===== src/rtl/mcdf_pkt_scheduler.sv =====
// Packet-level round-robin scheduler between four channel FIFOs and the MCDF formatter.
// A whole packet is moved from one channel before the arbitration pointer advances.
module mcdf_pkt_scheduler #(
    parameter int DATA_W  = 32,
    parameter int AVAIL_W = 6,
    parameter int GAP_CYC = 1
) (
    input  logic                 clk_i,
    input  logic                 rst_n_i,
    input  logic [3:0]           ch_en_i,
    input  logic [11:0]          ch_len_i,
    input  logic [4*AVAIL_W-1:0] ch_avail_i,
    input  logic [4*DATA_W-1:0]  ch_data_i,
    output logic [3:0]           ch_pop_o,
    output logic                 fmt_req_o,
    input  logic                 fmt_grant_i,
    output logic [1:0]           fmt_id_o,
    output logic [5:0]           fmt_len_o,
    output logic                 fmt_valid_o,
    input  logic                 fmt_ready_i,
    output logic [DATA_W-1:0]    fmt_data_o,
    output logic                 fmt_start_o,
    output logic                 fmt_end_o,
    output logic                 busy_o
);

    typedef enum logic [1:0] {IDLE, REQ, SEND, GAP} state_t;

    state_t      state;
    logic [1:0]  last;
    logic [5:0]  cnt;
    logic [15:0] gap_cnt;
    logic [5:0]  dec_len [4];
    logic [3:0]  elig;
    logic        any_elig;
    logic [1:0]  winner;
    logic [1:0]  idx;
    logic        found;
    logic        beat_ok;

    function automatic logic [5:0] decode_len(input logic [2:0] code);
        case (code)
            3'd0:    decode_len = 6'd4;
            3'd1:    decode_len = 6'd8;
            3'd2:    decode_len = 6'd16;
            default: decode_len = 6'd32;
        endcase
    endfunction

    // A channel is eligible only if its FIFO already holds the whole packet.
    always_comb begin
        for (int n = 0; n < 4; n++) begin
            dec_len[n] = decode_len(ch_len_i[3*n +: 3]);
            elig[n]    = ch_en_i[n] &&
                         (32'(ch_avail_i[n*AVAIL_W +: AVAIL_W]) >= 32'(dec_len[n]));
        end
        any_elig = |elig;
    end

    // Offsets 1..4 from the last winner; offset 4 wraps back to the last winner itself.
    always_comb begin
        winner = last;
        found  = 1'b0;
        idx    = last;
        for (int k = 1; k <= 4; k++) begin
            idx = last + 2'(k);
            if (!found && elig[idx]) begin
                winner = idx;
                found  = 1'b1;
            end
        end
    end

    assign busy_o      = (state != IDLE);
    assign fmt_valid_o = (state == SEND);
    assign beat_ok     = fmt_valid_o && fmt_ready_i;
    assign fmt_start_o = fmt_valid_o && (cnt == 6'd0);
    assign fmt_end_o   = fmt_valid_o && (cnt == fmt_len_o - 6'd1);
    assign fmt_data_o  = fmt_valid_o ? ch_data_i[int'(fmt_id_o)*DATA_W +: DATA_W] : '0;

    always_comb begin
        ch_pop_o = 4'b0000;
        if (beat_ok) begin
            ch_pop_o[fmt_id_o] = 1'b1;
        end
    end

    always_ff @(posedge clk_i or negedge rst_n_i) begin
        if (!rst_n_i) begin
            state     <= IDLE;
            last      <= 2'd3;
            cnt       <= 6'd0;
            gap_cnt   <= 16'd0;
            fmt_req_o <= 1'b0;
            fmt_id_o  <= 2'd0;
            fmt_len_o <= 6'd0;
        end else begin
            case (state)
                IDLE: begin
                    if (any_elig) begin
                        fmt_id_o  <= winner;
                        fmt_len_o <= dec_len[winner];
                        fmt_req_o <= 1'b1;
                        state     <= REQ;
                    end
                end
                REQ: begin
                    if (fmt_grant_i) begin
                        fmt_req_o <= 1'b0;
                        cnt       <= 6'd0;
                        state     <= SEND;
                    end
                end
                SEND: begin
                    if (beat_ok) begin
                        if (cnt == fmt_len_o - 6'd1) begin
                            last    <= fmt_id_o;
                            cnt     <= 6'd0;
                            gap_cnt <= 16'd0;
                            state   <= (GAP_CYC > 0) ? GAP : IDLE;
                        end else begin
                            cnt <= cnt + 6'd1;
                        end
                    end
                end
                GAP: begin
                    if (gap_cnt == 16'(GAP_CYC - 1)) begin
                        gap_cnt <= 16'd0;
                        state   <= IDLE;
                    end else begin
                        gap_cnt <= gap_cnt + 16'd1;
                    end
                end
                default: state <= IDLE;
            endcase
        end
    end

endmodule


===== config.mk =====
export PLATFORM = sky130hd
export DESIGN_NAME = mcdf_pkt_scheduler
export DESIGN_NICKNAME = d
export VERILOG_FILES = /design/src/rtl/mcdf_pkt_scheduler.sv
export SDC_FILE = /design/constraint.sdc
export NUM_CORES = 1
export LEC_CHECK = 0
export BUFFER_PORTS_ARGS = -buffer_cell sky130_fd_sc_hd__buf_2
export CAP_MARGIN = 40
export CORE_AREA = 2 2 112 114
export DETAILED_ROUTE_END_ITERATION = 12
export DIE_AREA = 0 0 114 116
export PLACE_DENSITY = 0.6
export SYNTH_ARGS = -nofsm -noshare
export SYNTH_HDL_FRONTEND = slang
export SYNTH_SLANG_ARGS = --single-unit
export TNS_END_PERCENT = 50

===== constraint.sdc =====
create_clock -name clk_i -period 2.3 [get_ports clk_i]
set_input_delay 0.23 -clock clk_i [delete_from_list [all_inputs] [get_ports clk_i]]
set_output_delay 0.23 -clock clk_i [all_outputs]
set_load 0.005 [all_outputs]

======== After elaboration in Yosys (flattened, before gate mapping) ========
Index checks and enable logic that the tools add are counted.
operators by class
  add/sub/neg operators ................... 6
  $lt $le $gt $ge ......................... 11
  eq/ne operators ......................... 17
  shift-type cells ........................ 1
  mux-type cells .......................... 43
  bitwise operators ....................... 1
  reductions and logical operators ........ 32
operators with widths
  kind                   number
  $shiftx 128x8->32      1
  $pmux 6 s3             4
  $mux 16                3
  $mux 32                1
  $pmux 16 s2            1
  $mux 6                 5
  $ge 6x6->1             4
  $mux 2                 9
  $add 16x1->16 const B  1
  $logic_not 16->1       1
  $lt 2x3->1 const B     5
  $bmux 6 s2             1
  $eq 3x1->1 const B     4
  $eq 3x2->1 const B     4
  $logic_not 3->1        4
  $pmux 6 s2             1
  $reduce_and 3->1       4
  $logic_and 1x1->1      11
  $mux 1                 10
  $bmux 1 s2             4
  $pmux 2 s4             1
  $reduce_bool 2->1      4
  $add 6x1->6 const B    1
  $eq 6x6->1             1
  19 further kinds       26
word-level totals
  register bits after elaboration ......... 35
  input port bits ......................... 172
  output and inout bits ................... 49
  logic and storage cells ................. 118

======== Logic depth before layout (Yosys ltp) ========
Gate-level depths: netlist of run 1.
  depth in word-level cells ............... 20
  gate-level depth with buffers ........... 10
  depth with buffers taken out ............ 10

======== Worst setup path after synthesis of run 1 ========
No wires, ideal clock.
  path kind ............................... input to register
  start point ............................. in ch_len_i[5]
  end point ............................... reg fmt_len_o[5]
  library setup time ...................... 87 ps
  arrival time ............................ 2606 ps
  data required time ...................... 2213 ps
  slack ................................... -393 ps
  stages .................................. 9
  buffers on the path ..................... 0
  cell sequence ........................... or3b_2 -> ha_1 -> nor4bb_1 -> o31ai_1 -> nand2_1 -> a22o_1 -> nor3_4 -> mux2_2 -> o211ai_1
on the way
  word-level cells in the longest chain between the ends .. 20
  elaborated cells on any way between the ends .. 33
  classes of those cells .................. order compare (1); eq/ne (2); mux (19); bitwise (1); reduce/logical (10)
RTL lines
  item                                       RTL line  text
  from (decl)                                11        input logic [11:0] ch_len_i,
  $eq 3x2->1, or another cell as far along   42        case (code)
  $pmux 6 s3 *                               42
  $ge 6x6->1                                 55        (32'(ch_avail_i[n*AVAIL_W +: AVAIL_W]) >= 32'(dec_len[n]));
  $logic_and 1x1->1                          54        elig[n] = ch_en_i[n] &&
  $bmux 1 s2                                 67        if (!found && elig[idx]) begin
  $mux 1 (not written as such)               67
  $mux 1                                     67
  $logic_not 1->1                            67
  (+3 left out)                              n/a
  $logic_and 1x1->1                          67
  $mux 1                                     67
  $logic_not 1->1                            67
  $logic_and 1x1->1                          67
  $mux 2                                     67
  $not 2->3 (not written as such)            102       fmt_len_o <= dec_len[winner];
  $bmux 6 s2                                 102
  $mux 6 (not written as such) (2 in a row)  102
  to (signal assigned)                       102
  to (decl)                                  18        output logic [5:0] fmt_len_o,
Every way passes the cells marked *; elsewhere a longest branch is shown, timed or not. The select of a mux whose other input is x is not followed.
A chain may end at the register's enable or synchronous reset.

======== Worst setup path in the final report of run 1 ========
Same ends and word-level chain as after synthesis.

==> results of run 1 <==
cell usage after synthesis, types with 7 or more instances:
library cell | n | area (sq um)
a21oi_1 | 7 | 35.03
and2_1 | 37 | 231.5
and3_1 | 12 | 75.07
clkbuf_1 | 12 | 45.04
dfrtp_1 | 31 | 775.7
ha_1 | 25 | 312.8
inv_1 | 20 | 75.07
mux4_2 | 32 | 720.7
nand2_1 | 47 | 176.4
nand3_1 | 11 | 55.05
nor2_1 | 21 | 78.83
nor2b_1 | 7 | 43.79
nor3_1 | 9 | 45.04
o21ai_0 | 31 | 155.2
o31ai_1 | 7 | 52.55
how the worst max path moves through the flow:
stage	slack, ns	cells past startpoint	to	from
2_1_floorplan	-0.23	9	fmt_len_o[3]	ch_len_i[2]
3_3_place_gp	-0.43	10	fmt_len_o[4]	ch_len_i[2]
3_5_place_dp	-0.49	10	fmt_len_o[3]	ch_len_i[2]
4_1_cts	-0.03	11	fmt_len_o[5]	ch_len_i[5]
5_1_grt	-0.1	12	fmt_len_o[4]	ch_len_i[8]
6_report	-0.02	11	fmt_len_o[5]	ch_len_i[5]
metrics by stage:
step | cells | area (sq um) | setup slack (ns) | setup TNS (ns)
after floorplan | 386 | 3601 | -0.2255 | -1.057
after global placement | 780 | 5172 | -0.4255 | -3.093
after detailed placement | 780 | 5172 | -0.4876 | -3.516
after CTS | 793 | 5466 | -0.03058 | -0.03452
after global routing | 793 | 5594 | -0.09914 | -0.3627
final | 794 | 5597 | -0.01837 | -0.03447
power groups by stage:
stage	Sequential, uW	Clock (uW)	Combinational, uW
finish	878	772	2700
global route	900	815	2980
CTS	879	789	2660
detailed placement	886	0	2580
global placement	880	0	2500
floorplan	812	0	1660
kinds of logic (layout without fill, tap and decap cells):
family                   after synthesis  in the layout  synth area share, %
multiplexers                          42             42                23.28
buffers and inverters                 38            298                4.318
flip-flops                            33             33                23.24
AND/OR/NAND/NOR                      167            167                25.04
other                                  1              3               0.1052
adder cells (fa/ha/maj)               25             25                8.778
AO/OA/AOI/OAI                         70             70                13.03
XOR/XNOR                               9              9                2.212
critical path, cell delays in order:
cell and delay [ns]:
buf_8 0.10, or3b_4 0.41, ha_4 0.23, nor2b_4 0.13
o31ai_4 0.22, a21bo_2 0.20, a21oi_4 0.07, nor3_4 0.29
buf_6 0.16, mux2_4 0.29, o211ai_1 0.17
cell usage in the layout (no fill, tap or decap), types with 3 or more instances in the layout:
cell type,n
o221ai_2,3
buf_6,5
nor3_1,8
a21oi_1,6
buf_2,215
nor4_1,4
a311oi_2,3
and3_1,12
nor2_1,21
o31ai_1,6
xor2_1,6
dfrtp_1,30
clkbuf_16,5
o21ai_1,3
o21ai_0,28
nor3b_1,4
nand2_1,47
mux4_2,32
inv_1,20
nand3_1,10
mux2_4,5
ha_1,22
nor2b_1,3
and2_1,37
xnor2_1,3
buf_4,46
nor2b_2,3
flip-flops by register name (all words and copies together) (netlist names):
register	count
fmt_id_o	2
gap_cnt	16
cnt	6
state	2
last	2
fmt_req_o	1
fmt_len_o	4
layer usage:
metal | vias to the layer above | share of wire (%)
met3 | 9 | 7.2
li1 | 1942 | -
met2 | 155 | 51
met1 | 1941 | 41
met4 | 0 | 0.72
met5 | - | 0
area by class of cell:
class                      instances  area share [%]
clock buffer                       7           2.549
inverter                          21           1.431
sequential                        33           14.82
multi-input combinational        315           49.94
antenna                            1         0.04471
clock inverter                     1          0.5366
timing repair buffer             269           27.39
tap                              147           3.286
timing repair:
action	CTS	global route
buffers inserted	5	1
pin swaps	5	9
setup endpoints to repair	9	16
cloned	0	0
gates resized for setup	16	27
endpoints found under the hold margin	0	0
==> impl_metrics.py, run 1 <==
metrics = {
    "worst_setup_path": {
        "r2r_slack_ns": 0.25,
        "worst_r2r_endpoint": "gap_cnt[8]",
        "end_kind": "flip-flop",
        "cp.required_ns": 2.49,
        "start_kind": "input pin",
        "r2r_cells": 8,
        "worstSetupPathType": "in -> reg",
        "rr_startpoint": "fmt_len_o[3]",
        "arrival_ns": 2.51,
        "crit_fanout": 3,
    },
    "global_route": {
        "grtUsageMet3_pct": 3.818,
        "grt_first_pass_wirelength_mm": 18.98,
        "grtUsageMet2_pct": 30.83,
        "first_global_vias": 3889,
        "met1_usage_pct": 23.46,
        "grt_max_degree": 34,
        "grt_overflow_total": 0,
        "busiest_layer": "met2",
        "grt_usage_pct": 17.93,
        "antenna_found_initial": 1,
    },
    "pwr": {
        "ir_worst_vdd_uv": 373.5,
        "power_leakage_uw": 0.002823,
        "switching_share_pct": 38.38,
        "switching_power_uw": 1669,
        "p_int_uw": 2680,
        "p_total_uw": 4350,
        "power_density_nw_per_um2": 777.2,
        "p_comb_share_pct": 62.1,
        "power_frac_seq_pct": 20.2,
        "clkPwrFrac_pct": 17.8,
    },
    "synthesis": {
        "ys_types": 52,
        "synth_edf_count": 0,
        "ys_warn_count": 0,
        "syn_avg_cell_area_sq_um": 9.256,
        "synthCells": 385,
        "syn_area_sq_um": 3563,
        "postSynthRegisterBits": 33,
        "yosysSeqAreaShare_pct": 23.24,
        "ys.flop_type": "dfrtp_1",
        "synth-async-reset-ratio_pct": 100.0,
    },
    "place": {
        "gp_congestion": 0.8810,
        "io_buffer_count": 218,
        "dp_hpwl_mm": 10.78,
    },
    "drt": {
        "wl_per_cell_um": 16.36,
        "vias": 4047,
        "viasPerCell": 5.097,
        "firstDrtPassIters": 4,
        "drt-total-wl_mm": 12.99,
        "drc": 0,
        "drt_iter0_drc": 231,
        "drtAntennaViolNets": 0,
    },
    "final_layout": {
        "area_delta_synth_final_pct": 57.06,
        "seqCellArea_sq_um": 829.5,
        "num-nets-final": 842,
        "fill_cells": 1148,
        "fin_util_pct": 46.99,
        "drive_above_1_share_pct": 54.49,
        "multi_input_area_sq_um": 2795,
    },
    "floorplanning": {
        "die_w_um": 114,
        "dieArea_sq_um": 13220,
        "fp-row-count": 40,
        "initial_core_util_pct": 29.92,
        "io_pins": 221,
        "coreArea_sq_um": 11910,
        "die_h_um": 116,
    },
    "clocking": {
        "clk_latency_ns": 0.28,
        "path_clk_slew_ns": 0.05,
        "htreeDepth": 2,
        "root_buffer": "clkbuf_16",
        "cts_buffer_depth": 2,
        "cts_made_buffers": 5,
        "tritoncts": "built",
        "cts_hold_buffers": 0,
        "clock_sinks": 33,
    },
    "sta": {
        "report.final.setup_viol": 3,
        "finalHoldViolations": 0,
        "finalWorstSetupSlack_ns": -0.01837,
        "slew_violations": 0,
        "period_share_pct": 100.8,
        "hold_slack_ns": 0.01227,
        "finClkSkew_ns": 0.004196,
        "rsz0062_at_grt": "true",
        "fmax_mhz": 431.3,
        "fin_crit_ns": 2.318,
        "slew_headroom_pct": 51.07,
        "tightest_slew_ns": 0.7339,
    },
    "run": {
        "max_cap_viol_count": 0,
    },
    "run_status": {
        "violations": "negative setup slack",
        "outcome": "finished, violations left",
    },
    "min_path": {
        "hold_path.class": "in -> async",
    },
}
Note: power is estimated with default switching activity, not from simulation.
==> inputs of run 2 (changes only) <==
--- a/config.mk
+++ b/config.mk
@@ -7,10 +7,10 @@
 export LEC_CHECK = 0
 export BUFFER_PORTS_ARGS = -buffer_cell sky130_fd_sc_hd__buf_2
 export CAP_MARGIN = 40
-export CORE_AREA = 2 2 112 114
+export CORE_AREA = 2 2 93 95
 export DETAILED_ROUTE_END_ITERATION = 12
-export DIE_AREA = 0 0 114 116
-export PLACE_DENSITY = 0.6
+export DIE_AREA = 0 0 95 97
+export PLACE_DENSITY = 0.82
 export SYNTH_ARGS = -nofsm -noshare
 export SYNTH_HDL_FRONTEND = slang
 export SYNTH_SLANG_ARGS = --single-unit
==> run 2 against run 1 <==
  * The run ends with negative hold slack, negative setup slack left
  * Global-route usage rose by 13 points
  * Combinational power increased by 6%
  * Non-clock buffer count fell by 1
  * Largest cell class unchanged
  * Routed wire length grew 18%
  * Clock skew grew 0.0037 ns
  * Die area down 30%
  * Core utilization increased by 20 points
  * Final cell count shrank 5.3%
  * Via count increased by 7.4%
  * Highest routed layer is now met5
  * Critical path depth rose by 1
  * Maximum frequency is 3.0% lower
  * Critical path type unchanged
  * Hold slack lost 0.018 ns
==> impl_metrics.py, run 2 (synthesized netlist as in run 1, its figures left out) <==
metrics = {
    "place": {
        "io_buffer_count": 218,
        "gp_congestion": 0.9397,
        "place_inst": 737,
        "preCtsSetupSlack_ns": -0.5195,
        "dp_hpwl_mm": 12.02,
    },
    "sta": {
        "hold_slack_ns": -0.006044,
        "finClkSkew_ns": 0.007936,
        "slew_headroom_pct": 51.14,
        "fin_setup_tns_ns": -0.09030,
        "fin_crit_ns": 2.390,
        "rsz0062_at_grt": "true",
        "fmax_mhz": 418.4,
        "finalWorstSetupSlack_ns": -0.09030,
        "slew_violations": 0,
        "period_share_pct": 103.9,
        "finalHoldViolations": 1,
        "tightest_slew_ns": 0.7329,
        "report.final.setup_viol": 1,
    },
    "global_route": {
        "grt_usage_pct": 30.68,
        "grt_max_degree": 41,
        "antenna_found_initial": 3,
        "grt_overflow_total": 0,
        "grt_first_pass_wirelength_mm": 21.70,
        "first_global_vias": 4258,
    },
    "final_layout": {
        "final_cells": 752,
        "largest-register": "gap_cnt",
        "largest_reg_flops": 16,
        "seqCellArea_sq_um": 829.5,
        "layout_common_cells": "buf_2 (216), buf_4 (48), nand2_1 (46)",
        "multi_input_area_sq_um": 2806,
        "num-nets-final": 841,
        "fill_cells": 615,
        "drive_above_1_share_pct": 54.88,
        "reg_top3": "gap_cnt: 16 flops, cnt: 6 flops, fmt_len_o: 4 flops",
        "area_delta_synth_final_pct": 53.44,
        "mostFrequentLayoutCell": "buf_2",
    },
    "worst_setup_path": {
        "cp_slowest_cell": "mux2_4",
        "start_kind": "input pin",
        "cp_common_cell": "buf_4",
        "worstSetupPathType": "in -> reg",
        "end_kind": "flip-flop",
        "crit_fanout": 3,
        "critical-path-max-stage-delay_ns": 0.30,
        "crit_family": "compound AO/OA/AOI/OAI gates",
        "cp.required_ns": 2.48,
        "path_cells": "buf_8 > buf_4 > nor3_2 > ha_1 > nor4bb_4 > o31ai_4 > nand2_1 > a22o_1 > nor3_4 > buf_4 > mux2_4 > o211ai_1",
        "path_buf_inv": 3,
        "arrival_ns": 2.57,
        "r2r_slack_ns": 0.20,
    },
    "drt": {
        "drtAntennaViolNets": 0,
        "firstDrtPassIters": 5,
        "drc": 0,
        "drt-total-wl_mm": 15.31,
        "vias": 4346,
        "drt_iter0_drc": 318,
        "viasPerCell": 5.779,
        "wl_per_cell_um": 20.36,
    },
    "pwr": {
        "switching_share_pct": 41.87,
        "p_comb_share_pct": 67.1,
        "power_leakage_uw": 0.002793,
        "clkPwrFrac_pct": 13.4,
        "power_frac_seq_pct": 19.5,
        "ir_worst_vdd_uv": 493.9,
        "power_density_nw_per_um2": 777.2,
        "p_int_uw": 2470,
        "switching_power_uw": 1779,
    },
    "floorplanning": {
        "dieArea_sq_um": 9215,
        "initial_core_util_pct": 43.81,
        "coreArea_sq_um": 8134,
        "fp-row-count": 33,
        "io_pins": 221,
        "die_w_um": 95,
        "die_h_um": 97,
    },
    "run_status": {
        "outcome": "finished, violations left",
        "violations": "negative hold slack, negative setup slack",
    },
    "clocking": {
        "path_clk_slew_ns": 0.07,
        "cts_buffer_depth": 2,
        "cts_hold_buffers": 0,
        "root_buffer": "clkbuf_8",
        "cts_made_buffers": 5,
        "htreeDepth": 2,
        "clk_latency_ns": 0.29,
        "clock_sinks": 33,
        "tritoncts": "built",
    },
    "run": {
        "max_cap_viol_count": 0,
    },
    "min_path": {
        "hold_path.class": "in -> async",
    },
}
==> run 2: changes by cell type in the layout (fill, tap and decap cells not counted), moves of 3 or more <==
cell	change
clkbuf_16	-5
buf_6	-3
clkbuf_8	+5
nor2b_2	-3
==> run 2: final timing paths <==
kind,start,end,cells after the start
worst max-delay path,ch_len_i[5],fmt_len_o[5],12
worst min-delay path,rst_n_i,gap_cnt[4],1
worst max register to register,last[0],fmt_len_o[5],6
worst min register to register,cnt[1],cnt[1],2
max in group asynchronous,rst_n_i,fmt_id_o[0],1
min in group clk_i,fmt_grant_i,fmt_req_o,4
==> run 2: power groups by stage <==
stage | Clock (uW) | Sequential [uW] | Combinational, uW
global placement | 0 | 827 | 2630
floorplan | 0 | 812 | 1660
CTS | 572 | 823 | 2750
global route | 602 | 841 | 3110
detailed placement | 0 | 834 | 2690
finish | 569 | 828 | 2850
==> run 2: final cells by class <==
cell class,count,share of cell area (%)
Antenna cell,2,0.09153
Timing Repair Buffer,268,27.41
Clock buffer,7,1.579
Multi-Input combinational cell,315,51.33
Tap cell,105,2.403
Clock inverter,1,0.5492
Inverter,21,1.465
Sequential cell,33,15.17
==> run 2: worst register-to-register path: stages (launching register included) <==
cell	delay, ns
dfstp_2	0.59
and2b_2	0.25
a22o_1	0.27
nor3_4	0.16
buf_4	0.15
mux2_4	0.30
o211ai_1	0.27
==> run 2: per-stage QoR <==
step	utilization, %	power [uW]	instance area (sq um)
6_report	67.22	4249	5468
5_1_grt	67.22	4558	5468
4_1_cts	65.13	4147	5298
3_5_place_dp	62.70	3524	5100
3_3_place_gp	62.70	3458	5100
2_1_floorplan	-	2472	3601
==> run 2: metal layers <==
layer | routed length, um | up-vias | global-route usage (%)
met2 | 7247 | 290 | 50.46
met3 | 1951 | 44 | 9.424
met5 | 13 | - | 0
li1 | - | 1945 | -
met4 | 586 | 2 | 10.59
met1 | 5510 | 2065 | 37.78
==> run 2: timing repair <==
action | in CTS | in global routing
setup endpoints to repair | 7 | 15
gates resized for setup | 16 | 25
pin swaps | 3 | 11
endpoints found under the hold margin | 0 | 0
setup buffers | 2 | 3
==> inputs of run 3 (changes only) <==
--- a/config.mk
+++ b/config.mk
@@ -11,6 +11,8 @@
 export DETAILED_ROUTE_END_ITERATION = 12
 export DIE_AREA = 0 0 95 97
 export PLACE_DENSITY = 0.82
+export RECOVER_POWER = 100
+export SLEW_MARGIN = 20
 export SYNTH_ARGS = -nofsm -noshare
 export SYNTH_HDL_FRONTEND = slang
 export SYNTH_SLANG_ARGS = --single-unit
==> run 3 against run 2 <==
  * The run ends with max-capacitance violations, max-slew violations, negative setup slack left
  * Maximum frequency is 0.76% higher
  * Final cell count stayed put
  * Hold slack better by 0.27 ns
  * Critical path depth stayed put
  * Critical path type unchanged
  * Largest cell class unchanged
==> impl_metrics.py, run 3 (synthesized netlist as in run 1, its figures left out) <==
metrics = {
    "clocking": {
        "htreeDepth": 2,
        "cts_made_buffers": 5,
        "clock_sinks": 33,
        "tritoncts": "built",
        "clk_latency_ns": 0.29,
        "cts_buffer_depth": 2,
        "path_clk_slew_ns": 0.07,
        "cts_hold_buffers": 0,
        "root_buffer": "clkbuf_8",
    },
    "sta": {
        "fmax_mhz": 421.5,
        "fin_crit_ns": 2.372,
        "slew_violations": 34,
        "report.final.setup_viol": 1,
        "finalWorstSetupSlack_ns": -0.07233,
        "finClkSkew_ns": 0.007859,
        "tightest_slew_ns": 1.766,
        "period_share_pct": 103.1,
        "slew_headroom_pct": -17.74,
        "hold_slack_ns": 0.2671,
        "rsz0062_at_grt": "true",
        "finalHoldViolations": 0,
    },
    "floorplanning": {
        "fp-row-count": 33,
        "io_pins": 221,
        "initial_core_util_pct": 43.81,
        "die_w_um": 95,
        "dieArea_sq_um": 9215,
        "coreArea_sq_um": 8134,
        "die_h_um": 97,
    },
    "global_route": {
        "grt_overflow_total": 0,
        "grt_max_degree": 41,
        "first_global_vias": 4258,
        "grtUsageMet2_pct": 50.46,
        "busiest_layer": "met2",
        "grt_usage_pct": 30.68,
        "met1_usage_pct": 37.78,
        "grtUsageMet3_pct": 9.424,
        "antenna_found_initial": 3,
        "grt_first_pass_wirelength_mm": 21.70,
    },
    "worst_setup_path": {
        "path_cells": "buf_8 > buf_4 > nor3_2 > ha_1 > nor4bb_4 > o31ai_4 > nand2_1 > a22o_1 > nor3_4 > buf_4 > mux2_4 > o211ai_1",
        "arrival_ns": 2.55,
        "start_kind": "input pin",
        "cp.required_ns": 2.48,
        "critical-path-max-stage-delay_ns": 0.30,
        "worstSetupPathType": "in -> reg",
        "crit_fanout": 3,
        "cp_common_cell": "buf_4",
        "end_kind": "flip-flop",
        "cp_slowest_cell": "mux2_4",
    },
    "pwr": {
        "power_leakage_uw": 0.002694,
        "ir_worst_vdd_uv": 493.7,
        "power_density_nw_per_um2": 771.8,
    },
    "run_status": {
        "violations": "max-capacitance violations, max-slew violations, negative setup slack",
        "outcome": "finished, violations left",
    },
    "place": {
        "preCtsSetupSlack_ns": -0.5195,
        "dp_hpwl_mm": 12.02,
        "io_buffer_count": 218,
        "gp_congestion": 0.9397,
    },
    "final_layout": {
        "area_delta_synth_final_pct": 52.32,
        "drive_above_1_share_pct": 51.63,
        "fin_util_pct": 66.73,
        "num-nets-final": 841,
        "largest_reg_flops": 16,
        "layout_common_cells": "buf_2 (200), nand2_1 (47), buf_4 (42)",
        "reg_top3": "gap_cnt: 16 flops, cnt: 6 flops, fmt_len_o: 4 flops",
        "mostFrequentLayoutCell": "buf_2",
        "largest-register": "gap_cnt",
    },
    "drt": {
        "drc": 0,
        "vias": 4346,
        "drt_iter0_drc": 253,
        "wl_per_cell_um": 20.32,
        "drtAntennaViolNets": 0,
        "viasPerCell": 5.779,
        "drt-total-wl_mm": 15.28,
        "firstDrtPassIters": 5,
    },
    "min_path": {
        "hold_path.class": "in -> reg",
    },
    "run": {
        "max_cap_viol_count": 1,
    },
}
[run 3: what timing repair did]
action | in CTS | in global routing
endpoints found under the setup margin | 7 | 15
setup buffers | 2 | 3
gates resized for setup | 16 | 25
pin swaps | 3 | 11
gates cloned | 0 | 0
[run 3: critical path: cells and delay by family]
family | cells | cell delay, ns
compound gates | 3 | 0.68
fa+ha+maj | 1 | 0.28
buf+inv | 3 | 0.36
mux | 1 | 0.30
simple gates | 4 | 0.68
[run 3: final cells by class]
class	count	area, sq um
multi-input combinational	315	2804
fill	631	2706
timing repair buffer	268	1461
sequential	33	829.5
tap	105	131.4
clock buffer	7	86.33
inverter	21	80.08
clock inverter	1	30.03
antenna	2	5.005
[run 3: routing by layer]
layer,up-vias,routed length [um]
met5,-,13
met4,2,536
met3,37,1808
met2,273,7360
met1,2089,5558
li1,1945,-
[run 3: final timing paths]
kind | startpoint | end | slack [ns] | depth (start not counted)
min in group asynchronous | rst_n_i | gap_cnt[4] | 0.40 | 1
setup reg to reg | state[0] | gap_cnt[5] | 0.12 | 7
hold / removal | fmt_grant_i | fmt_req_o | 0.27 | 4
max in group asynchronous | rst_n_i | fmt_id_o[0] | 0.75 | 1
hold reg to reg | cnt[1] | cnt[1] | 0.52 | 2
setup / recovery | ch_len_i[5] | fmt_len_o[5] | -0.07 | 12
[run 3: through the flow]
step	cell area, sq um	power [uW]	instances	TNS, ns
finish	5428	4189	752	-0.07233
global route	5428	4499	752	-0.5723
CTS	5298	4147	747	-0.1605
detailed placement	5100	3524	737	-3.575
global placement	5100	3458	737	-2.871
floorplan	3601	2472	386	-1.057
[run 3: power by group]
part	switching, uW	internal, uW
clock network	215	353
registers	127	701
logic	1440	1350
total	1780	2410
